<file path="config.mk">
export PLATFORM = sky130hd
export DESIGN_NAME = ct_f_spsram_param
export DESIGN_NICKNAME = d
export VERILOG_FILES = /design/src/rtl/ct_f_spsram_param.sv
export SDC_FILE = /design/constraint.sdc
export NUM_CORES = 2
export LEC_CHECK = 0
export CAP_MARGIN = 20
export CORE_MARGIN = 2
export CORE_UTILIZATION = 49
export DETAILED_ROUTE_END_ITERATION = 10
export GPL_TIMING_DRIVEN = 1
export SLEW_MARGIN = 40
export SYNTH_ARGS = -nofsm -noshare
export SYNTH_HDL_FRONTEND = slang
export SYNTH_SLANG_ARGS = --single-unit
</file>
<file path="constraint.sdc">
create_clock -name CLK -period 32 [get_ports CLK]
set_clock_uncertainty 0.2 [all_clocks]
set_input_delay 6.4 -clock CLK [delete_from_list [all_inputs] [get_ports CLK]]
set_output_delay 6.4 -clock CLK [all_outputs]
set_load 0.05 [all_outputs]
</file>
<file path="src/rtl/ct_f_spsram_param.sv">
// ct_f_spsram_param: parametrised single-port synchronous SRAM.
//   - Active-low CEN / GWEN / per-bit WEN write semantics.
//   - Hardware self-clear of every entry after reset (INIT_BUSY high while running).
//   - Address holding register, held read data, out-of-range protection.
//   - Optional output pipeline register, enabled by defining CT_SPSRAM_OUT_REG_EN
//     (read/write-through latency becomes 2 cycles instead of 1).
module ct_f_spsram_param #(
  parameter int DATA_WIDTH = 7,
  parameter int ADDR_WIDTH = 9,
  parameter int DEPTH      = 512
) (
  input  logic                  CLK,
  input  logic                  RST,
  input  logic [ADDR_WIDTH-1:0] A,
  input  logic                  CEN,
  input  logic                  GWEN,
  input  logic [DATA_WIDTH-1:0] WEN,
  input  logic [DATA_WIDTH-1:0] D,
  output logic [DATA_WIDTH-1:0] Q,
  output logic                  INIT_BUSY
);

  // Index width just wide enough for DEPTH entries; never wider than ADDR_WIDTH.
  localparam int                IDX_W    = (DEPTH > 1) ? $clog2(DEPTH) : 1;
  localparam logic [IDX_W-1:0]  LAST_IDX = IDX_W'(DEPTH - 1);
  localparam logic [ADDR_WIDTH:0] DEPTH_A = (ADDR_WIDTH + 1)'(DEPTH);

  typedef enum logic {
    ST_CLEAR = 1'b0,
    ST_IDLE  = 1'b1
  } state_t;

  state_t                  state_q, state_d;
  logic [IDX_W-1:0]        cnt_q, cnt_d;
  logic [ADDR_WIDTH-1:0]   hold_q, hold_d;
  logic [DATA_WIDTH-1:0]   mem [0:DEPTH-1];

  logic [ADDR_WIDTH-1:0]   eff_addr;
  logic [IDX_W-1:0]        idx;
  logic                    in_range;
  logic                    acc, wr, clr_we;
  logic [DATA_WIDTH-1:0]   old_word, merged, arr_dout;
  logic [DATA_WIDTH-1:0]   rd_p1_q;

  // Bit-mask merge: bits with active-low enable cleared take new data.
  function automatic logic [DATA_WIDTH-1:0] merge_bits(
    input logic [DATA_WIDTH-1:0] old_w,
    input logic [DATA_WIDTH-1:0] new_w,
    input logic [DATA_WIDTH-1:0] wen_n
  );
    return (old_w & wen_n) | (new_w & ~wen_n);
  endfunction

  // Access decode: accesses only count in IDLE and outside reset.
  always_comb begin
    eff_addr = CEN ? hold_q : A;
    in_range = ({1'b0, eff_addr} < DEPTH_A);
    idx      = eff_addr[IDX_W-1:0];
    acc      = (state_q == ST_IDLE) && !RST && !CEN;
    wr       = acc && !GWEN;
    clr_we   = (state_q == ST_CLEAR) && !RST;
    old_word = in_range ? mem[idx] : '0;
    merged   = merge_bits(old_word, D, WEN);
    arr_dout = '0;
    if (in_range) begin
      arr_dout = GWEN ? old_word : merged;
    end
  end

  // Self-clear FSM next state: walk every entry once, then go idle.
  always_comb begin
    state_d = state_q;
    cnt_d   = cnt_q;
    if (state_q == ST_CLEAR) begin
      cnt_d = cnt_q + IDX_W'(1);
      if (cnt_q == LAST_IDX) begin
        state_d = ST_IDLE;
        cnt_d   = '0;
      end
    end
  end

  // Holding register captures the address of every real access.
  always_comb begin
    hold_d = acc ? A : hold_q;
  end

  // Control state registers.
  always_ff @(posedge CLK) begin
    if (RST) begin
      state_q <= ST_CLEAR;
      cnt_q   <= '0;
      hold_q  <= '0;
    end else begin
      state_q <= state_d;
      cnt_q   <= cnt_d;
      hold_q  <= hold_d;
    end
  end

  // Array write port: clear writes have priority; out-of-range writes are dropped.
  always_ff @(posedge CLK) begin
    if (clr_we) begin
      mem[cnt_q] <= '0;
    end else if (wr && in_range) begin
      mem[idx] <= merged;
    end
  end

  // Stage p1: array output register, only moves on an access so it holds on CEN=1.
  always_ff @(posedge CLK) begin
    if (RST) begin
      rd_p1_q <= '0;
    end else if (acc) begin
      rd_p1_q <= arr_dout;
    end
  end

`ifdef CT_SPSRAM_OUT_REG_EN
  logic                  vld_p1_q;
  logic [DATA_WIDTH-1:0] q_p2_q;

  // Stage p2: extra output register, advances only after a cycle that was an access.
  always_ff @(posedge CLK) begin
    if (RST) begin
      vld_p1_q <= 1'b0;
      q_p2_q   <= '0;
    end else begin
      vld_p1_q <= acc;
      if (vld_p1_q) begin
        q_p2_q <= rd_p1_q;
      end
    end
  end

  assign Q = q_p2_q;
`else
  assign Q = rd_p1_q;
`endif

  assign INIT_BUSY = (state_q == ST_CLEAR);

endmodule
</file>
==> results.toml <==
[critical_path]
critical_path_arrival_ns = 15.03
r2r_slack_ns = 22.93
slowest_delay_ns = 0.75
r2r-end = "mem[178][1]"
reg2regPathDepth = 18
startpoint_type = "input pin"
end_kind = "flop"
cp_top_family = "buffers and inverters"
crit_required_ns = 32.40
cpMostUsedCell = "buf_4"
crit_type = "input pin to flop"
crit_path_top_delay_cell = "buf_4"
r2r-start = "hold_q[1]"
critPathMaxFanout = 116
worst-path-buf-inv = 10
crit_chain = "buf_8 > buf_12 > mux2i_4 > buf_4 > buf_4 > buf_4 > buf_4 > nand2_1 > a21oi_1 > a2111oi_1 > nor4_1 > nor2_1 > a21oi_1 > o22ai_1 > o211ai_1 > o211a_4 > buf_12 > buf_16 > buf_4 > buf_4"

[pwr]
p_comb_share_pct = 5.1
p_leak_nw = 58.5
p_sw_share_pct = 22.6
switching_power_mw = 2.24
clkPwrFrac_pct = 43.4
p_per_area_nw_per_um2 = 59.2
irDropWorstVdd_mv = 0.0517
intPower_mw = 7.69
power.share.sequential_pct = 51.6

[min_path]
holdCritStartpoint = "hold_q[7]"
whs_endpoint = "hold_q[7]"
min_path_type = "flop to flop"
holdPathStages = 2

[logic_synthesis]
synth_edf_count = 3584
post_synth.cell_area_avg_um2 = 13.3
syn_area_um2 = 151000
ys_warn_count = 0
ys_ff_latch = 3610
synth-main-ff-cell = "edfxtp_1"
ys_types = 79
synth-seq-area-share_pct = 71.7
synth_cells = 11400
synthesis.nets = 11400
async_flop_share_pct = 0

[global_routing]
grt.busiest_layer = "met2"
grt_max_degree = 197
grt_use_met2_pct = 46.5
grt_pass1_vias = 97500
met1_usage_pct = 42.0
grt_pass1_wl_um = 695000
antenna_found_initial = 19
grtUsageMet3_pct = 6.21
gr-total-overflow = 0
grt_use_total_pct = 30.5

[run]
max-cap-violations = 0

[finish]
nFillCells = 24700
nNetsFinal = 11200
final_util_pct = 54.8
area_growth_pct = 11.2
final_common_cell = "edfxtp_1"
final_cell_mix = "edfxtp_1 (3584), nand2_1 (1331), nor2_1 (1193), a21oi_1 (670), a211oi_1 (498)"
drive_gt1_share_pct = 8.41

[clock_tree]
hold_buffers = 0
clk_path_buf_depth = 4
ctsResizeCount = 0
numCtsBuffers = 379
cts_tree = "done"
clkTransAtPathRegs_ns = 0.06
post_cts_buffers = 0
cts_sinks = 3610
clock-root-buffer = "clkbuf_16"
h-tree-depth = 5
clk_latency_ns = 0.97

[sta]
setup_viol = 0
finalMaxSlewViolations = 0
maxSlewHeadroom_pct = 29.2
rsz0062_at_grt = "false"
finalSetupTns_ns = 0
hold_viol_final = 0
worst_slew_pin_slew_ns = 1.05
period_minus_slack_ns = 14.62
timing.final.crit_share_pct = 45.7
max_clock_freq_mhz = 68.4

[floorplan]
die_y_um = 559
ioPinCount = 35
core-area_um2 = 306000
die_w_um = 559
initial_core_util_pct = 49.3
rows = 203
dieArea_um2 = 312000

[detailed_routing]
first_pass_iters = 6
drt_iter0_drc = 14200
ant_nets = 0
wl_per_cell_um = 31.2
drc = 0
wl_um = 486000
vias_per_cell = 6.56
vias = 102000

[placement]
portBuffers = 34
hpwl_um = 283000
gp_congestion = 0.878

[outcome]
status = "completed"
-- registers in the layout, summed over array words and instances, names as in the netlist --
signal and cells:
hold_q 9, Q 7, mem 3584, cnt_q 9, state_q 1
-- per-stage QoR --
stage / cells / setup slack, ns / hold WS, ns / instance area [um^2] / total power [mW]
2_1_floorplan: 11400 / 4.81 / 0.246 / 151000 / 5.51
3_3_place_gp: 14900 / 16.12 / 0.257 / 155000 / 5.70
3_5_place_dp: 14900 / 16.63 / 0.263 / 155000 / 5.71
4_1_cts: 15600 / 17.61 / 0.271 / 167000 / 9.94
5_1_grt: 15600 / 17.09 / 0.318 / 168000 / 10.1
6_report: 15600 / 17.38 / 0.279 / 168000 / 9.93
-- metal layers --
metal | share of wire, % | vias to the layer above
met3 | 11 | 1142
met2 | 45 | 6118
met5 | 0.011 | -
li1 | - | 43400
met1 | 39 | 51400
met4 | 5.1 | 10
-- cells in the mapped netlist (9+ instances only) --
library cell | n | share of area [%]
dfxtp_1 | 26 | 0.35
o31ai_1 | 14 | 0.070
inv_1 | 55 | 0.14
o211a_1 | 10 | 0.066
a21oi_1 | 677 | 2.2
a311oi_1 | 26 | 0.15
o21ai_1 | 49 | 0.16
nand3b_1 | 11 | 0.055
or4_1 | 45 | 0.22
o221ai_1 | 167 | 0.97
mux4_2 | 19 | 0.28
nand4_1 | 57 | 0.24
buf_1 | 134 | 0.33
nand2b_1 | 91 | 0.38
o211ai_1 | 193 | 0.96
a211o_1 | 35 | 0.20
nor4_1 | 157 | 0.65
nand3_1 | 444 | 1.5
buf_4 | 28 | 0.14
nor2b_1 | 16 | 0.066
o21ai_0 | 404 | 1.3
a2111oi_0 | 20 | 0.12
buf_2 | 330 | 1.1
o311ai_0 | 14 | 0.081
o32a_1 | 9 | 0.060
nor2_1 | 1256 | 3.1
and3_1 | 13 | 0.054
a221oi_1 | 39 | 0.23
a211oi_1 | 498 | 2.5
a31oi_1 | 138 | 0.57
nand2_1 | 1355 | 3.4
clkbuf_1 | 352 | 0.88
o41ai_1 | 17 | 0.099
o21bai_1 | 149 | 0.74
mux2i_1 | 366 | 2.4
nor3_1 | 99 | 0.33
o2111ai_1 | 68 | 0.39
a2bb2oi_1 | 12 | 0.070
buf_6 | 27 | 0.20
a22oi_1 | 20 | 0.10
a21o_1 | 11 | 0.055
edfxtp_1 | 3584 | 71
or3_1 | 28 | 0.12
o22ai_1 | 185 | 0.77
-- cells by family (layout without fill, tap and decap cells) --
family | Yosys count | after routing | synth area share [%]
xor gates and xnor gates | 5 | 5 | 0.0290
AOI/OAI and AO/OA | 2831 | 2831 | 12.4
DFF | 3610 | 3610 | 71.7
adders and majority gates | 2 | 2 | 0.0166
buffers and inverters | 931 | 1020 | 2.80
and+or+nand+nor | 3597 | 3597 | 10.2
other | 0 | 10 | 0
muxes | 396 | 396 | 2.82
-- how the worst max path moves through the flow --
stage	from	endpoint	cells after the start
after global placement	CEN	mem[147][1]	18
after detailed placement	CEN	mem[179][1]	20
after CTS	CEN	mem[179][1]	20
final	CEN	mem[178][1]	20
after floorplan	CEN	mem[0][4]	14
after global routing	CEN	mem[178][1]	20
-- worst min-delay path: stages (launching register included) --
cell and delay, ns:
dfxtp_1 0.32, nand2_1 0.06, a21oi_1 0.05
-- power by group through the flow --
| stage | clock, mW | sequential, mW | combinational, mW |
|---|---|---|---|
| after detailed placement | 0 | 5.22 | 0.487 |
| final | 4.31 | 5.12 | 0.503 |
| after global placement | 0 | 5.22 | 0.478 |
| after floorplan | 0 | 5.22 | 0.290 |
| after CTS | 4.33 | 5.12 | 0.489 |
| after global routing | 4.51 | 5.12 | 0.522 |
-- area by class of cell --
| type | instances | area [um^2] | area share, % |
|---|---|---|---|
| sequential | 3610 | 108000 | 64.5 |
| multi-input combinational | 6831 | 39200 | 23.4 |
| clock buffer | 475 | 10000 | 5.98 |
| tap | 4100 | 5130 | 3.06 |
| timing repair buffer | 281 | 2840 | 1.70 |
| clock inverter | 204 | 1960 | 1.17 |
| inverter | 60 | 253 | 0.151 |
| antenna | 10 | 25.0 | 0.0149 |
(Power assumes the default switching activity.)
